$ cat config.mk
export PLATFORM = sky130hd
export DESIGN_NAME = acc_alu_unit
export DESIGN_NICKNAME = d
export VERILOG_FILES = /design/src/rtl/acc_alu_unit.sv
export SDC_FILE = /design/constraint.sdc
export NUM_CORES = 1
export LEC_CHECK = 0
export BUFFER_PORTS_ARGS = -buffer_cell sky130_fd_sc_hd__buf_2
export CORE_ASPECT_RATIO = 0.8
export CORE_MARGIN = 8
export CORE_UTILIZATION = 57
export DETAILED_ROUTE_END_ITERATION = 7
export GPL_ROUTABILITY_DRIVEN = 1
export GPL_TIMING_DRIVEN = 0
export PLACE_DENSITY = 0.81
export RECOVER_POWER = 100
export SYNTH_ARGS = -nofsm -noshare
export SYNTH_HDL_FRONTEND = slang
export SYNTH_SLANG_ARGS = --single-unit
$ cat constraint.sdc
create_clock -name clk -period 3.1 [get_ports clk]
set_input_delay 0.465 -clock clk [delete_from_list [all_inputs] [get_ports clk]]
set_output_delay 0.465 -clock clk [all_outputs]
set_load 0.02 [all_outputs]
$ cat src/rtl/acc_alu_unit.sv
// acc_alu_unit: registered ACC/CY execution unit for 4004 arithmetic and accumulator-group ops.
// Define ACC_ALU_BCD_EN to enable the multi-cycle DAA (DAA_ITER state) and the KBP decode.
module acc_alu_unit #(
   parameter int unsigned WIDTH = 4
) (
   input  logic             clk,
   input  logic             rst_n,
   input  logic             in_valid,
   output logic             in_ready,
   input  logic [3:0]       op,
   input  logic [3:0]       op_sub,
   input  logic [WIDTH-1:0] opa,
   output logic             out_valid,
   output logic [WIDTH-1:0] out_result,
   output logic [WIDTH-1:0] acc,
   output logic             cy,
   output logic             zero,
   output logic             busy
);
   localparam logic [3:0] OP_ADD = 4'h8;
   localparam logic [3:0] OP_SUB = 4'h9;
   localparam logic [3:0] OP_LD  = 4'hA;
   localparam logic [3:0] OP_XCH = 4'hB;
   localparam logic [3:0] OP_LDM = 4'hD;
   localparam logic [3:0] OP_F   = 4'hF;

   localparam logic [3:0] F_CLB = 4'h0;
   localparam logic [3:0] F_CLC = 4'h1;
   localparam logic [3:0] F_IAC = 4'h2;
   localparam logic [3:0] F_CMC = 4'h3;
   localparam logic [3:0] F_CMA = 4'h4;
   localparam logic [3:0] F_RAL = 4'h5;
   localparam logic [3:0] F_RAR = 4'h6;
   localparam logic [3:0] F_TCC = 4'h7;
   localparam logic [3:0] F_DAC = 4'h8;
   localparam logic [3:0] F_TCS = 4'h9;
   localparam logic [3:0] F_STC = 4'hA;

   logic [WIDTH-1:0] acc_q, acc_d;
   logic [WIDTH-1:0] out_result_q, out_result_d;
   logic             cy_q, cy_d;
   logic             out_valid_q, out_valid_d;
   logic [WIDTH:0]   add_sum, sub_sum;
   logic             accept;

`ifdef ACC_ALU_BCD_EN
   localparam logic [3:0] F_DAA = 4'hB;
   localparam logic [3:0] F_KBP = 4'hC;
   localparam int unsigned NDIG = WIDTH / 4;
   localparam int unsigned DW   = (NDIG > 1) ? $clog2(NDIG) : 1;

   typedef enum logic {S_IDLE, S_DAA_ITER} state_t;

   state_t        state_q, state_d;
   logic [DW-1:0] dig_q, dig_d;
   logic          dc_q, dc_d;
   logic [3:0]    digit;
   logic [5:0]    adj;
   logic [3:0]    kbp;

   assign in_ready = (state_q == S_IDLE);
   assign busy     = (state_q == S_DAA_ITER);

   // Digit adjust: carry from the previous digit's +6 ripples in; digit 0 uses CY as the force flag.
   always_comb begin
      digit = acc_q[4*int'(dig_q) +: 4];
      adj   = 6'(digit) + ((dig_q == '0) ? 6'd0 : 6'(dc_q));
      if ((adj > 6'd9) || ((dig_q == '0) && dc_q)) begin
         adj = adj + 6'd6;
      end
   end

   // Keyboard process: one-hot low nibble to key number, 15 when not one-hot.
   always_comb begin
      case (acc_q[3:0])
         4'h0:    kbp = 4'h0;
         4'h1:    kbp = 4'h1;
         4'h2:    kbp = 4'h2;
         4'h4:    kbp = 4'h3;
         4'h8:    kbp = 4'h4;
         default: kbp = 4'hF;
      endcase
   end
`else
   assign in_ready = 1'b1;
   assign busy     = 1'b0;
`endif

   assign accept  = in_valid & in_ready;
   assign add_sum = {1'b0, acc_q} + {1'b0, opa} + (WIDTH+1)'(cy_q);
   assign sub_sum = {1'b0, acc_q} + {1'b0, ~opa} + (WIDTH+1)'(cy_q);

   always_comb begin
      acc_d        = acc_q;
      cy_d         = cy_q;
      out_valid_d  = 1'b0;
      out_result_d = out_result_q;
`ifdef ACC_ALU_BCD_EN
      state_d      = state_q;
      dig_d        = dig_q;
      dc_d         = dc_q;
`endif
      if (accept) begin
         out_valid_d = 1'b1;
         case (op)
            OP_ADD:        {cy_d, acc_d} = add_sum;
            OP_SUB:        {cy_d, acc_d} = sub_sum;
            OP_LD, OP_LDM: acc_d = opa;
            OP_XCH:        acc_d = opa;
            OP_F: begin
               case (op_sub)
                  F_CLB: begin acc_d = '0; cy_d = 1'b0; end
                  F_CLC: cy_d = 1'b0;
                  F_IAC: {cy_d, acc_d} = {1'b0, acc_q} + (WIDTH+1)'(1);
                  F_CMC: cy_d = ~cy_q;
                  F_CMA: acc_d = ~acc_q;
                  F_RAL: {cy_d, acc_d} = {acc_q, cy_q};
                  F_RAR: {acc_d, cy_d} = {cy_q, acc_q};
                  F_TCC: begin acc_d = WIDTH'(cy_q); cy_d = 1'b0; end
                  F_DAC: begin acc_d = acc_q - WIDTH'(1); cy_d = |acc_q; end
                  F_TCS: begin acc_d = cy_q ? WIDTH'(4'd10) : WIDTH'(4'd9); cy_d = 1'b0; end
                  F_STC: cy_d = 1'b1;
`ifdef ACC_ALU_BCD_EN
                  F_DAA: begin
                     state_d     = S_DAA_ITER;
                     dig_d       = '0;
                     dc_d        = cy_q;
                     out_valid_d = 1'b0;
                  end
                  F_KBP: acc_d = WIDTH'(kbp);
`endif
                  default: ;
               endcase
            end
            default: ;
         endcase
         out_result_d = (op == OP_XCH) ? acc_q : acc_d;
      end
`ifdef ACC_ALU_BCD_EN
      if (state_q == S_DAA_ITER) begin
         acc_d[4*int'(dig_q) +: 4] = adj[3:0];
         dc_d  = |adj[5:4];
         dig_d = dig_q + 1'b1;
         if (dig_q == DW'(NDIG - 1)) begin
            state_d      = S_IDLE;
            cy_d         = cy_q | (|adj[5:4]);
            out_valid_d  = 1'b1;
            out_result_d = acc_d;
         end
      end
`endif
   end

   always_ff @(posedge clk or negedge rst_n) begin
      if (!rst_n) begin
         acc_q        <= '0;
         cy_q         <= 1'b0;
         out_valid_q  <= 1'b0;
         out_result_q <= '0;
`ifdef ACC_ALU_BCD_EN
         state_q      <= S_IDLE;
         dig_q        <= '0;
         dc_q         <= 1'b0;
`endif
      end else begin
         acc_q        <= acc_d;
         cy_q         <= cy_d;
         out_valid_q  <= out_valid_d;
         out_result_q <= out_result_d;
`ifdef ACC_ALU_BCD_EN
         state_q      <= state_d;
         dig_q        <= dig_d;
         dc_q         <= dc_d;
`endif
      end
   end

   assign acc        = acc_q;
   assign cy         = cy_q;
   assign out_valid  = out_valid_q;
   assign out_result = out_result_q;
   assign zero       = (acc_q == '0);

endmodule

==> results.json <==
{
  "status": "finished, final reports clean",
  "grt_start_max_net_pins": 11,
  "crit_fanout": 8,
  "final_net_count": 255,
  "cpMaxStageDelayCell": "sky130_fd_sc_hd__dfrtp_1",
  "number_of_antenna_violations_at_the_first_check_in_global_routing": 0,
  "wl_per_cell_um": 15.55,
  "crit-reg2reg-capture": "out_result[2]",
  "clock-sinks": 10,
  "via_count": 1621,
  "synth.yosys.seq_area_share_pct": 15.87,
  "share_of_post_route_cells_with_drive_strength_above_1_pct": 17.18,
  "hold_path.class": "in -> async",
  "setup_viol_count_final": 0,
  "timing.final.crit_share_pct": 95.00,
  "yosys.area.top_type": "sky130_fd_sc_hd__dfrtp_1",
  "regToRegSetupSlack_ns": 0.15,
  "ys.flop_type": "sky130_fd_sc_hd__dfrtp_1",
  "clock_path_buffers": 2,
  "critical_path.startpoint_type": "register",
  "reg2reg_from": "acc[0]",
  "first_pass_grt_wire_length_um": 7003,
  "cp_cell_sequence": "inv_1 -> fa_1 -> fa_1 -> and2_0 -> or4b_4 -> a31oi_4 -> nor3b_1 -> o32ai_2",
  "synth_seq_cells": 10,
  "fin_worst_skew_ns": 0.006010,
  "row_count": 17,
  "criticalPathCategory": "reg -> reg",
  "grt_overflow_total": 0,
  "layout.core_utilization_pct": 65.12,
  "port_buffers": 23,
  "timing.fmax_ghz": 0.3395,
  "arr_time_crit_path_ns": 3.13,
  "yosys_warnings": 0,
  "yosys.cell_types.count": 57,
  "number_of_antenna_violating_nets_in_the_routed_design": 0,
  "tritoncts.num_buffers": 3,
  "final.min_clock_period_ns": 2.945,
  "gr-usage-all-layers_pct": 18.65,
  "clk_latency_worst_skew_pair_ns": 0.28,
  "route.detailed.drc": 0,
  "asyncSetResetFlopFracSynth_pct": 100.0,
  "clkSlewWorstSetupHoldPaths_ns": 0.07,
  "netlist_instances": 200,
  "boundaryPins": 28,
  "nFillCells": 264,
  "finish.cell_count_without_fillers": 265,
  "cts_setup_buffers": 0,
  "synth_top_cell_area_share_pct": 15.87,
  "gp_congestion": 0.8503,
  "clock-root-buffer": "sky130_fd_sc_hd__clkbuf_4",
  "fp.dieH_um": 63.04,
  "multiInputGateArea_um2": 1179,
  "postCtsResizedCells": 0,
  "htree_num_levels": 1,
  "timing.hold.ws_ns": 0.1396,
  "ys_top_cells_by_area": "sky130_fd_sc_hd__dfrtp_1 16%, sky130_fd_sc_hd__ha_1 6.3%, sky130_fd_sc_hd__fa_1 5.1%",
  "count_of_flip_flops_with_a_built_in_enable_after_synthesis": 0,
  "finalWirelength_um": 4120,
  "crit_path_frequent_cell": "sky130_fd_sc_hd__fa_1",
  "synth_cell_area_um2": 1577,
  "detailedRoute.firstIterationViolations": 168,
  "flow.area_growth_from_synthesis_pct": 11.59,
  "routed_via_density": 6.117,
  "horizontal_extent_of_the_die_um": 74.80,
  "powerDensity_nw_per_um2": 419.5,
  "synthTopCellsByCount": "15 x sky130_fd_sc_hd__o21ai_0, 13 x sky130_fd_sc_hd__inv_1, 12 x sky130_fd_sc_hd__a21oi_1",
  "setup_tns_ns": 0,
  "max_cap_violations": 0,
  "area.sequential_um2": 250.2,
  "postSynthNetCount": 227,
  "cp_slowest_stage_delay_ns": 0.52,
  "syn_avg_cell_area_um2": 7.883,
  "initial_core_util_pct": 58.36,
  "core_region_area_um2": 2701,
  "area_of_the_die_um2": 4715,
  "timing.critical_path.buf_inv": 1,
  "dp_hpwl_um": 3231,
  "remaining_max_slew_budget_at_the_tightest_pin_pct": 63.75,
  "timing.critical_path.max_delay_family": "adder cells",
  "antenna_diode_instance_count": 0,
  "post-synth-top-count-cell": "sky130_fd_sc_hd__o21ai_0",
  "power.leakage_uw": 0.0007511,
  "rsz0062_at_grt": "no",
  "timing_max_transition_violations_final": 0,
  "cp_data_required_time_ns": 3.28,
  "grt_pass1_vias": 1482,
  "worstMarginPinSlew_ns": 0.5438,
  "dpl.cell_count": 261,
  "cts_tree": "yes",
  "timing.critical_path.depth": 8,
  "maximum_resistive_drop_on_vdd_v": 0.0003372,
  "firstDrtPassIters": 4,
  "cell_depth_of_the_worst_flop_to_flop_path": 8,
  "critical_path_sink_type": "register",
  "final_hold_viol_count": 0,
  "holdBufCountCts": 0
}
[cells by family (layout without fill, tap and decap cells)]
family                   after synthesis  in the layout  share of synthesized area [%]
AO/OA/AOI/OAI                         71             71                          31.43
XOR/XNOR                               2              2                          1.111
adder cells (fa/ha/maj)               12             12                          11.43
buffers and inverters                 30             57                          9.365
flip-flops                            10             10                          15.87
multiplexers                           3              3                          1.984
other                                  2              2                         0.4764
AND/OR/NAND/NOR                       70             70                          28.33
[routing by layer]
layer	track usage (%)	up-vias	part of all wire (%)
met3	4.327	5	9.5
met5	0	-	0
met1	27.93	746	47
li1	-	798	-
met4	3.902	0	0.68
met2	25.65	72	43
[how the worst max path moves through the flow]
stage | from | endpoint
2_1_floorplan | acc[0] | out_result[2]
3_3_place_gp | acc[0] | out_result[2]
3_5_place_dp | acc[0] | out_result[2]
4_1_cts | acc[0] | out_result[2]
5_1_grt | acc[0] | out_result[2]
6_report | acc[0] | out_result[2]
[power by group]
part           switching, µW  internal, µW
logic                    261           165
registers               34.9           158
clock network           48.5          71.5
total                    344           394
[sequential cells by signal, summed over array words and instances (netlist names)]
signal      flops
acc             4
cy              1
out_result      4
out_valid       1
[worst reg2reg max path: cells and delay by family, from the launching register on]
| family | cells | cell delay, ns |
|---|---|---|
| compound gates | 2 | 0.46 |
| simple gates | 3 | 0.79 |
| buf+inv | 1 | 0.21 |
| fa+ha+maj | 2 | 0.89 |
| flops | 1 | 0.52 |
[through the flow]
step / total power (µW) / cell area [µm²] / worst slack [ns]
floorplan: 497.4 / 1577 / 0.3310
global placement: 619.0 / 1739 / 0.2128
detailed placement: 622.5 / 1739 / 0.2157
CTS: 744.2 / 1775 / 0.2029
global route: 799.9 / 1759 / 0.01898
finish: 738.1 / 1759 / 0.1549
[layout make-up]
class                           instances  area share, %
Buffer                                 17          5.619
Clock buffer                            4          2.063
Inverter                               13          2.774
Multi-Input combinational cell        160          67.00
Sequential cell                        10          14.22
Tap cell                               38          2.703
Timing Repair Buffer                   23          5.619
[cells in the final DEF, fill, tap and decap left out, types with 6 or more instances in the layout]
cell type	instances
sky130_fd_sc_hd__a21oi_1	12
sky130_fd_sc_hd__a22oi_1	6
sky130_fd_sc_hd__buf_2	17
sky130_fd_sc_hd__clkbuf_1	17
sky130_fd_sc_hd__dfrtp_1	10
sky130_fd_sc_hd__ha_1	8
sky130_fd_sc_hd__inv_1	13
sky130_fd_sc_hd__nand2_1	10
sky130_fd_sc_hd__nor2_1	11
sky130_fd_sc_hd__nor2b_1	6
sky130_fd_sc_hd__nor3b_1	6
sky130_fd_sc_hd__o21ai_0	16
Power figures use the tool's default switching activity.
